$ cat src/rtl/blinker_pkg.sv
// Shared definitions for the event blinker: state encoding and timer sizing.
package blinker_pkg;

   localparam logic [1:0] IDLE = 2'd0;
   localparam logic [1:0] ON   = 2'd1;
   localparam logic [1:0] GAP  = 2'd2;

   typedef enum logic [1:0] {
      ST_IDLE = IDLE,
      ST_ON   = ON,
      ST_GAP  = GAP
   } state_t;

   function automatic int clog2(input int v);
      int r;
      r = 0;
      while ((64'd1 << r) < 64'(v)) r++;
      return r;
   endfunction

   // Never returns zero so that ON_CYCLES = OFF_CYCLES = 1 still yields a legal vector.
   function automatic int timer_width(input int a, input int b);
      int w;
      w = clog2((a > b) ? a : b);
      return (w < 1) ? 1 : w;
   endfunction

endpackage

$ cat src/rtl/interval_timer.sv
// Loadable down-counter that parks at zero; done flags the terminal count.
module interval_timer #(
   parameter int W = 4
) (
   input  logic         clk,
   input  logic         rst,
   input  logic         load,
   input  logic [W-1:0] load_val,
   input  logic         ena,
   output logic         done
);

   logic [W-1:0] count_reg;

   always_ff @(posedge clk or posedge rst) begin
      if (rst) begin
         count_reg <= '0;
      end else if (load) begin
         count_reg <= load_val;
      end else if (ena && (count_reg != '0)) begin
         count_reg <= count_reg - W'(1);
      end
   end

   assign done = (count_reg == '0);

endmodule

$ cat src/rtl/event_blinker.sv
// Turns single-cycle event strobes into fixed-length LED blinks separated by a dark gap,
// queueing strobes that arrive mid-blink in a saturating counter.
module event_blinker
   import blinker_pkg::*;
#(
   parameter int ON_CYCLES  = 2400000,
   parameter int OFF_CYCLES = 1200000,
   parameter int PEND_W     = 4
) (
   input  logic              clk,
   input  logic              rst,
   input  logic              evt_in,
   input  logic              clr_ovf,
   output logic              led_out,
   output logic              busy,
   output logic [PEND_W-1:0] pending,
   output logic              overflow
);

   localparam int TW = timer_width(ON_CYCLES, OFF_CYCLES);
   localparam logic [TW-1:0]     ON_LOAD  = TW'(ON_CYCLES - 1);
   localparam logic [TW-1:0]     OFF_LOAD = TW'(OFF_CYCLES - 1);
   localparam logic [PEND_W-1:0] PEND_MAX = '1;

   state_t            state_reg, state_next;
   logic              led_reg;
   logic [PEND_W-1:0] pend_reg, pend_next;
   logic              ovf_reg, ovf_next;

   logic              start;
   logic              go_on;
   logic              consume;
   logic              accept;
   logic              ovf_set;
   logic              t_load;
   logic [TW-1:0]     t_val;
   logic              t_ena;
   logic              t_done;

   interval_timer #(.W(TW)) u_timer (
      .clk      (clk),
      .rst      (rst),
      .load     (t_load),
      .load_val (t_val),
      .ena      (t_ena),
      .done     (t_done)
   );

   always_ff @(posedge clk or posedge rst) begin
      if (rst) begin
         state_reg <= ST_IDLE;
         led_reg   <= 1'b0;
         pend_reg  <= '0;
         ovf_reg   <= 1'b0;
      end else begin
         state_reg <= state_next;
         led_reg   <= (state_next == ST_ON);
         pend_reg  <= pend_next;
         ovf_reg   <= ovf_next;
      end
   end

   always_comb begin
      state_next = state_reg;
      t_load     = 1'b0;
      t_val      = ON_LOAD;
      t_ena      = 1'b0;
      start      = (pend_reg != '0) || evt_in;
      case (state_reg)
         ST_IDLE: begin
            if (start) begin
               state_next = ST_ON;
               t_load     = 1'b1;
               t_val      = ON_LOAD;
            end
         end
         ST_ON: begin
            if (t_done) begin
               state_next = ST_GAP;
               t_load     = 1'b1;
               t_val      = OFF_LOAD;
            end else begin
               t_ena = 1'b1;
            end
         end
         ST_GAP: begin
            if (t_done) begin
               if (start) begin
                  state_next = ST_ON;
                  t_load     = 1'b1;
                  t_val      = ON_LOAD;
               end else begin
                  state_next = ST_IDLE;
               end
            end else begin
               t_ena = 1'b1;
            end
         end
         default: state_next = ST_IDLE;
      endcase
   end

   // A blink started with an empty queue is fed by evt_in itself, so that event is not counted.
   always_comb begin
      go_on     = (state_next == ST_ON) && (state_reg != ST_ON);
      consume   = go_on && (pend_reg != '0);
      accept    = evt_in && !(go_on && (pend_reg == '0));
      pend_next = pend_reg;
      ovf_set   = 1'b0;
      if (accept && !consume) begin
         if (pend_reg == PEND_MAX) begin
            ovf_set = 1'b1;
         end else begin
            pend_next = pend_reg + PEND_W'(1);
         end
      end else if (consume && !accept) begin
         pend_next = pend_reg - PEND_W'(1);
      end
      ovf_next = ovf_set || (ovf_reg && !clr_ovf);
   end

   assign led_out  = led_reg;
   assign busy     = (state_reg != ST_IDLE);
   assign pending  = pend_reg;
   assign overflow = ovf_reg;

endmodule

$ cat config.mk
export PLATFORM = sky130hd
export DESIGN_NAME = event_blinker
export DESIGN_NICKNAME = d
export VERILOG_FILES = /design/src/rtl/blinker_pkg.sv /design/src/rtl/interval_timer.sv /design/src/rtl/event_blinker.sv
export SDC_FILE = /design/constraint.sdc
export NUM_CORES = 1
export LEC_CHECK = 0
export BUFFER_PORTS_ARGS = -buffer_cell sky130_fd_sc_hd__buf_4
export CAP_MARGIN = 20
export CORE_MARGIN = 2
export CORE_UTILIZATION = 35
export CTS_CLUSTER_DIAMETER = 80
export DETAILED_ROUTE_END_ITERATION = 8
export SLEW_MARGIN = 0
export SYNTH_ARGS = -nofsm -noshare
export SYNTH_HDL_FRONTEND = slang
export SYNTH_HIERARCHICAL = 1
export SYNTH_SLANG_ARGS = --single-unit
$ cat constraint.sdc
create_clock -name clk -period 5.33 [get_ports clk]
set_input_delay 0 -clock clk [delete_from_list [all_inputs] [get_ports clk]]
set_output_delay 0 -clock clk [all_outputs]
set_load 0.005 [all_outputs]
==> results of run 1 <==
[kinds of logic (layout without fill, tap and decap cells)]
logic type | after synthesis | in the layout | synth area share (%)
AND/OR/NAND/NOR | 88 | 88 | 24.8
flip-flops | 30 | 30 | 36.2
other | 2 | 13 | 0.362
adder cells (fa/ha/maj) | 8 | 8 | 5.19
multiplexers | 6 | 6 | 3.32
buffers and inverters | 20 | 35 | 4.11
XOR/XNOR | 16 | 16 | 6.76
AO/OA/AOI/OAI | 60 | 60 | 19.3
[metal layers]
layer | GRT usage, % | share of wire, % | vias up | wire length, um
met1 | 20.1 | 51 | 801 | 2220
met3 | 3.67 | 3.0 | 5 | 131
li1 | - | - | 868 | -
met2 | 23.1 | 45 | 28 | 1950
met4 | 5.76 | 1.1 | 0 | 48
met5 | 0 | 0 | - | 0
[worst min-delay path by stage]
stage	cells after the start	to	slack, ns
2_1_floorplan	1	led_out$_DFF_PP0_	-0.18
3_3_place_gp	2	overflow$_DFF_PP0_	-0.01
3_5_place_dp	2	overflow$_DFF_PP0_	-0.01
4_1_cts	3	pending[2]$_DFFE_PP0P_	0.08
5_1_grt	3	pending[2]$_DFFE_PP0P_	0.09
6_report	3	pending[2]$_DFFE_PP0P_	0.09
[through the flow]
stage          hold slack (ns)  power (uW)  area (um2)
6_report                0.0852        1190        2380
5_1_grt                 0.0932        1300        2380
4_1_cts                 0.0792        1200        2370
3_5_place_dp           -0.0109         999        2260
3_3_place_gp           -0.0122         992        2260
2_1_floorplan           -0.184         855        2110
[area by class of cell]
class                   count  area (um2)
inverters                  12        45.0
flip-flops and latches     30         751
well taps                  75        93.8
repair buffers             15         118
fillers                   617        3440
clock inverters             1        5.00
clock buffers               7        86.3
multi-input cells         191        1280
[critical path, delay by kind of cell (launching register included)]
family | cells | cell delay [ns]
buf+inv | 1 | 0.21
compound gates | 5 | 1.37
fa+ha+maj | 1 | 0.30
simple gates | 6 | 1.77
flops | 1 | 0.44
[layout by cell type, fill, tap and decap left out, types with 5 or more instances in the layout]
master | netlist | routed
nand2_1 | 24 | 24
o211ai_1 | 8 | 8
nor4_1 | 5 | 5
buf_4 | 0 | 12
a21oi_1 | 7 | 6
nor3_1 | 5 | 5
conb_1 | 2 | 13
o21ai_0 | 25 | 25
nand4_1 | 6 | 6
inv_1 | 12 | 12
a31oi_1 | 5 | 5
xnor2_1 | 6 | 6
nor2b_1 | 5 | 5
dfrtp_1 | 30 | 30
clkbuf_8 | 0 | 6
nor2_1 | 9 | 9
nand3_1 | 7 | 7
xor2_1 | 10 | 10
ha_1 | 7 | 7
[where the power goes]
| part | leakage [uW] | internal [uW] | switching (uW) |
|---|---|---|---|
| sequential | 0.000359 | 322 | 113 |
| combinational | 0.000557 | 268 | 297 |
| clock | 0.0000482 | 104 | 88.2 |
==> results.cfg, run 1 <==
[floorplan]
rows = 28
fp.dieW_um = 80.9
core-area_mm2 = 0.00582
initial_core_util_pct = 35.6
ioPinCount = 11
die_area_mm2 = 0.00655
fp.dieH_um = 80.9

[timing]
fin_ws_ns = 1.14
tightest_slew_ns = 0.864
hold_viol_final = 0
period_needed_ns = 4.19
finalSetupViolations = 0
rsz0062_at_grt = no
fin_crit_sh_pct = 78.6
finalMaxSlewViolations = 0
timing.fmax_mhz = 239
slew_headroom_pct = 42.4
fin_skew_ns = 0.00714
finalSetupTns_ns = 0

[yosys]
yosys-top-cells-count = dfrtp_1, o21ai_0, nand2_1
ys_warn_count = 6
synth_cell_types = 53
synthTopCellsByArea = dfrtp_1, o21ai_0, nand2_1, ha_1, xor2_1
ys_seq_area_share_pct = 36.2
synthFlopType = dfrtp_1
synth-edff-count = 0
synthArstFlopShare_pct = 100
syn-cell-area_mm2 = 0.00207
postSynthAreaPerCell_um2 = 9.01
synth_top_cell_by_area = dfrtp_1
synth.ff_latch_count = 30
syn_inst = 230
synth_top_area_share_pct = 36.2
post-synth-top-count-cell = dfrtp_1

[global_routing]
track_usage_pct = 14.9
grt_pass1_wl_mm = 7.53
grt_max_degree = 34
overflow = 0
grt_pass1_vias = 1643
antenna_found_initial = 0

[clock_network]
post_cts_resized = 0
cts_tree = built
cts_hold_buf = 2
clock_path_buffers = 2
insertion_delay_ns = 0.29
post_cts_buffers = 0
numCtsBuffers = 5
root_buffer = clkbuf_8
path_clk_slew_ns = 0.07
h-tree-depth = 2
clkSinkCount = 30

[setup_path]
reg2reg_from = u_timer/count_reg[7]$_DFFE_PP0P_
cp_slowest_cell = or4_4
crit_fanout = 8
cp.arrival_ns = 4.37
endpoint_kind = flop
startpoint_type = flop
reg2regPathDepth = 13
crit_type = reg -> reg
crit_end = pending[3]$_DFFE_PP0P_
critical_path.max_stage_delay_ns = 0.60
crit_chain = or4_4 -> or4_4 -> nor4_1 -> buf_4 -> nor2b_1 -> a211o_1 -> a32oi_2 -> ha_1 -> a21o_2 -> a21oi_1 -> nor2_1 -> a211o_1 -> and3_1
cp.required_ns = 5.51
rrSetupSlack_ns = 1.14
r2r_end = pending[3]$_DFFE_PP0P_
critical_path.startpoint = u_timer/count_reg[7]$_DFFE_PP0P_

[worst_hold_path]
hold_path_startpoint = evt_in
hp-class = in -> reg

[detailed_routing]
drt_iter0_drc = 111
via_per_inst = 5.14
drc = 0
ant_nets = 0
vias = 1702
wl_per_cell_um = 13.2
wl_mm = 4.36
drtPass1Iterations = 4

[place]
gp_routability_congestion = 0.829
dp_cells = 320
hpwlAfterDp_mm = 3.09
port-buffer-count = 10
pre_cts_ws_ns = 1.14

[final_layout]
drive_gt1_share_pct = 16.0
n_antenna_cell = 0
largest_register_ffs = 22
final_cells = 331
areaGrowthSynthToFinish_pct = 14.9
final_util_pct = 40.9
fin_nets = 267

[power]
leakage_uw = 0.000964
ir_worst_vdd_uv = 243
power_density_mw_per_mm2 = 501

[run]
max_cap_viol_count = 0

[run_status]
status = complete, no violations
Note: power is estimated with default switching activity, not from simulation.
==> run 2, diff against run 1 <==
Clock period 5.33 ns to 4.4 ns, I/O delays scaled along.
==> results.cfg, run 2 (synthesis results as in run 1) <==
[final_layout]
final_cell_mix = dfrtp_1, o21ai_0, nand2_1
final_common_cell = dfrtp_1
n_antenna_cell = 0
largest_register_ffs = 22
fin_nets = 267
multiInputGateArea_mm2 = 0.00129
nFillCells = 602
seq_area_um2 = 751
areaGrowthSynthToFinish_pct = 15.2
final_area_mm2 = 0.00239
drive_gt1_share_pct = 16.4

[floorplan]
fp.dieH_um = 80.9
fp.dieW_um = 80.9
rows = 28
core-area_mm2 = 0.00582
ioPinCount = 11
die_area_mm2 = 0.00655
initial_core_util_pct = 35.6

[timing]
finalSetupViolations = 0
fin_crit_sh_pct = 92.0
hold_viol_final = 0
rsz0062_at_grt = no
period_needed_ns = 4.05
timing.fmax_mhz = 247
slew_headroom_pct = 40.3
finalMaxSlewViolations = 0
tightest_slew_ns = 0.895
fin_skew_ns = 0.00780
finalSetupTns_ns = 0

[clock_network]
numCtsBuffers = 5
post_cts_buffers = 0
cts_tree = built
insertion_delay_ns = 0.29
path_clk_slew_ns = 0.07
h-tree-depth = 2
clkSinkCount = 30
clock_path_buffers = 2
root_buffer = clkbuf_8

[setup_path]
cp.arrival_ns = 4.23
crit_fanout = 7
startpoint_type = flop
crit_type = reg -> reg
endpoint_kind = flop
cp.required_ns = 4.58

[global_routing]
grt_pass1_wl_mm = 7.75
overflow = 0
antenna_found_initial = 0
track_usage_pct = 15.2
grt_max_degree = 34
grt_pass1_vias = 1654

[power]
ir_worst_vdd_uv = 266
leakage_uw = 0.000964
power_density_mw_per_mm2 = 606

[detailed_routing]
drc = 0
drtPass1Iterations = 4
wl_per_cell_um = 13.0
vias = 1711
wl_mm = 4.32
drt_iter0_drc = 106
via_per_inst = 5.17
ant_nets = 0

[run_status]
status = complete, no violations

[place]
placed_cell_area_mm2 = 0.00226
gp_routability_congestion = 0.814
port-buffer-count = 10
hpwlAfterDp_mm = 3.08

[run]
max_cap_viol_count = 0

[worst_hold_path]
hp-class = in -> reg
## run 2: cell types whose count changed in the layout (fill, tap and decap cells not counted)
cell,previous run,this run
nor4_1,5,4
nor4_2,0,1
## run 2: path summary, 6_finish.rpt
| kind | from | end | slack (ns) | cells past startpoint |
|---|---|---|---|---|
| worst min register to register | u_timer/count_reg[1]$_DFFE_PP0P_ | u_timer/count_reg[1]$_DFFE_PP0P_ | 0.56 | 2 |
| worst max-delay path | u_timer/count_reg[7]$_DFFE_PP0P_ | pending[3]$_DFFE_PP0P_ | 0.35 | 12 |
| max in group asynchronous | rst | u_timer/count_reg[18]$_DFFE_PP0P_ | 3.37 | 3 |
| worst min-delay path | evt_in | pending[2]$_DFFE_PP0P_ | 0.09 | 3 |
| min in group asynchronous | rst | overflow$_DFF_PP0_ | 0.22 | 3 |
| worst max register to register | u_timer/count_reg[7]$_DFFE_PP0P_ | pending[3]$_DFFE_PP0P_ | 0.35 | 12 |
## run 2: power by group
| group | internal, uW | switching (uW) | leakage (uW) |
|---|---|---|---|
| Clock | 126 | 107 | 0.0000482 |
| Sequential | 390 | 136 | 0.000359 |
| Combinational | 325 | 363 | 0.000557 |
## run 2: final cells by class
cell class / count / share of cell area [%]
clock buffer: 7 / 3.62
clock inverter: 1 / 0.210
multi-input combinational: 191 / 54.0
timing repair buffer: 15 / 4.93
inverter: 12 / 1.89
tap: 75 / 3.93
sequential: 30 / 31.5
## run 2: layer usage
| layer | vias up | global-route usage (%) | part of all wire, % |
|---|---|---|---|
| li1 | 874 | - | - |
| met1 | 807 | 21.0 | 51 |
| met2 | 21 | 23.1 | 44 |
| met3 | 9 | 3.22 | 2.5 |
| met4 | 0 | 6.10 | 2.3 |
| met5 | - | 0 | 0 |
## run 2: critical path: stages (launching register included)
cell and delay [ns]:
dfrtp_1 0.44, or4_4 0.60, or4_4 0.56, nor4_2 0.30, nor2b_1 0.10, a211o_1 0.36, a32oi_2 0.32, ha_1 0.30
a21o_2 0.20, a21oi_1 0.22, nor2_1 0.09, a211o_1 0.27, and3_1 0.17
## run 2: through the flow
stage	hold WS [ns]	util, %	cells	total power (uW)	worst slack (ns)
final	0.0872	41.0	331	1450	0.351
after CTS	0.0798	40.8	330	1450	0.229
after detailed placement	-0.0136	38.9	320	1210	0.234
after floorplan	-0.184	-	241	1040	0.0454
after global placement	-0.0102	38.9	320	1200	0.354
after global routing	0.101	41.0	331	1590	0.0611
## run 2: repair_timing
item                                   4_1_cts  5_1_grt
resized for setup                            0        1
setup endpoints to repair                    0        1
endpoints found under the hold margin       31        0
hold buffers                                 2        0
==> run 3, diff against run 2 <==
Settings changed: ABC_AREA set to 1.
==> results.cfg, run 3 <==
[floorplan]
ioPinCount = 11
initial_core_util_pct = 36.2
die_area_mm2 = 0.00728
rows = 29
core-area_mm2 = 0.00639
fp.dieW_um = 85.3
fp.dieH_um = 85.3

[timing]
finalMaxSlewViolations = 0
rsz0062_at_grt = no
timing.fmax_mhz = 269
finalSetupViolations = 0
slew_headroom_pct = 37.5
finalSetupTns_ns = 0
fin_skew_ns = 0.00592
fin_crit_sh_pct = 84.6
whs_ns = 0.113
tightest_slew_ns = 0.937
hold_viol_final = 0
period_needed_ns = 3.72

[detailed_routing]
wl_per_cell_um = 11.8
vias = 2082
via_per_inst = 4.73
wl_mm = 5.18
drt_iter0_drc = 107
ant_nets = 0
drtPass1Iterations = 4
drc = 0

[final_layout]
largest_register_ffs = 22
final_util_pct = 40.8
nFillCells = 682
n_antenna_cell = 0
final_cells = 440
drive_gt1_share_pct = 14.6
areaGrowthSynthToFinish_pct = 12.6
fin_nets = 374
final_cell_mix = nand2_1, inv_1, nand3_1
final_common_cell = nand2_1

[global_routing]
grt_max_degree = 26
grt_pass1_wl_mm = 9.43
overflow = 0
grt_pass1_vias = 2061
track_usage_pct = 16.0
antenna_found_initial = 0

[yosys]
syn_inst = 337
ys_warn_count = 6
synth_top_cell_by_area = dfrtp_1
syn-cell-area_mm2 = 0.00231
synth_cell_types = 33
post-synth-top-count-cell = nand2_1
synthArstFlopShare_pct = 100
synthTopCellsByArea = dfrtp_1, nand2_1, nand3_1, inv_1, nor2_1
ys_seq_area_share_pct = 32.4
synth.ff_latch_count = 30
synthFlopType = dfrtp_1
yosys-top-cells-count = nand2_1, inv_1, nand3_1
synth_top_area_share_pct = 32.4
synth-edff-count = 0
postSynthAreaPerCell_um2 = 6.87

[place]
port-buffer-count = 10
gp_routability_congestion = 0.828
dp_cells = 430
hpwlAfterDp_mm = 3.90

[worst_hold_path]
hp-class = in -> reg
hold_path_startpoint = evt_in
worst_hold_path.num_cells = 4

[setup_path]
crit_family = simple AND/OR/NAND/NOR gates
crit_path_frequent_cell = nand2_1
worst-path-buf-inv = 3
crit_type = reg -> reg
cp_slowest_cell = nor4_1
endpoint_kind = flop
crit_fanout = 6
reg2reg_from = u_timer/count_reg[0]$_DFFE_PP0P_
startpoint_type = flop
cp.required_ns = 4.58
critical_path.startpoint = u_timer/count_reg[0]$_DFFE_PP0P_
crit_chain = inv_1 -> ha_1 -> nand2_2 -> nor2_4 -> nand3_1 -> nor4_1 -> inv_1 -> nand2_1 -> o211ai_1 -> nand2_4 -> nand2_1 -> nand4_2 -> nand2_1 -> ha_1 -> nand2_1 -> nand2_1 -> a31oi_1 -> inv_1 -> nand2_1 -> nand3_1 -> nand2_1 -> nand2_1
critical_path.max_stage_delay_ns = 0.62
cp.depth = 22
cp.arrival_ns = 3.90
reg2regPathDepth = 22

[clock_network]
h-tree-depth = 2
insertion_delay_ns = 0.29
numCtsBuffers = 5
cts_tree = built
path_clk_slew_ns = 0.07
clkSinkCount = 30
clock_path_buffers = 2
root_buffer = clkbuf_8

[power]
ir_worst_vdd_uv = 293
leakage_uw = 0.00133
power_density_mw_per_mm2 = 709

[run_status]
status = complete, no violations

[run]
max_cap_viol_count = 0
[run 3: tightest hold or removal path: stages]
cell and delay, ns:
buf_4 0.12, nand3_2 0.10, nand3_1 0.08, nand2_1 0.05
[run 3: area by class of cell]
| cell class | instances | area, um2 | share of cell area [%] |
|---|---|---|---|
| Timing Repair Buffer | 13 | 103 | 3.93 |
| Clock buffer | 7 | 86.3 | 3.31 |
| Multi-Input combinational cell | 271 | 1410 | 54.2 |
| Tap cell | 77 | 96.3 | 3.69 |
| Inverter | 41 | 154 | 5.90 |
| Clock inverter | 1 | 5.00 | 0.192 |
| Sequential cell | 30 | 751 | 28.8 |
[run 3: final timing paths]
check                                                     to  slack (ns)
max in group asynchronous  u_timer/count_reg[15]$_DFFE_PP0P_        3.33
setup reg to reg                      pending[3]$_DFFE_PP0P_        0.68
min in group asynchronous             pending[0]$_DFFE_PP0P_        0.23
hold / removal                        pending[1]$_DFFE_PP0P_        0.11
setup / recovery                      pending[3]$_DFFE_PP0P_        0.68
hold reg to reg             u_timer/count_reg[0]$_DFFE_PP0P_        0.48
[run 3: repair_timing]
action,CTS,global route
gates resized for setup,0,0
setup buffers,0,0
hold buffers,2,0
endpoints found under the hold margin,31,0
[run 3: stage by stage]
step | setup WS (ns) | total power (uW) | cell area, um2
6_report | 0.677 | 1850 | 2610
3_5_place_dp | 0.668 | 1620 | 2500
2_1_floorplan | 1.10 | 1380 | 2360
5_1_grt | 0.153 | 2060 | 2610
4_1_cts | 0.658 | 1870 | 2610
3_3_place_gp | 0.762 | 1610 | 2500
[run 3: where the power goes]
part           total [uW]  leakage, uW  switching [uW]  internal, uW
registers             549     0.000367             142           407
clock network         238    0.0000482             112           126
logic                1060     0.000913             674           388
total                1850      0.00133             928           921
[run 3: kinds of logic (layout without fill, tap and decap cells)]
| family | after synthesis | in the layout | share of synthesized area [%] |
|---|---|---|---|
| AO/OA/AOI/OAI | 19 | 19 | 5.89 |
| XOR/XNOR | 9 | 9 | 3.41 |
| adder cells (fa/ha/maj) | 8 | 8 | 4.65 |
| buffers and inverters | 47 | 62 | 8.32 |
| flip-flops | 30 | 30 | 32.4 |
| other | 2 | 13 | 0.324 |
| AND/OR/NAND/NOR | 222 | 222 | 45.0 |
[run 3: per-layer routing]
layer  track usage, %  part of all wire, %  vias up  wire (um)
li1                 -                    -     1093          -
met3             3.02                  3.1        5        159
met4             4.33                  1.0        0         53
met5                0                    0        -          0
met1             21.2                   48      954       2460
met2             26.9                   48       30       2500
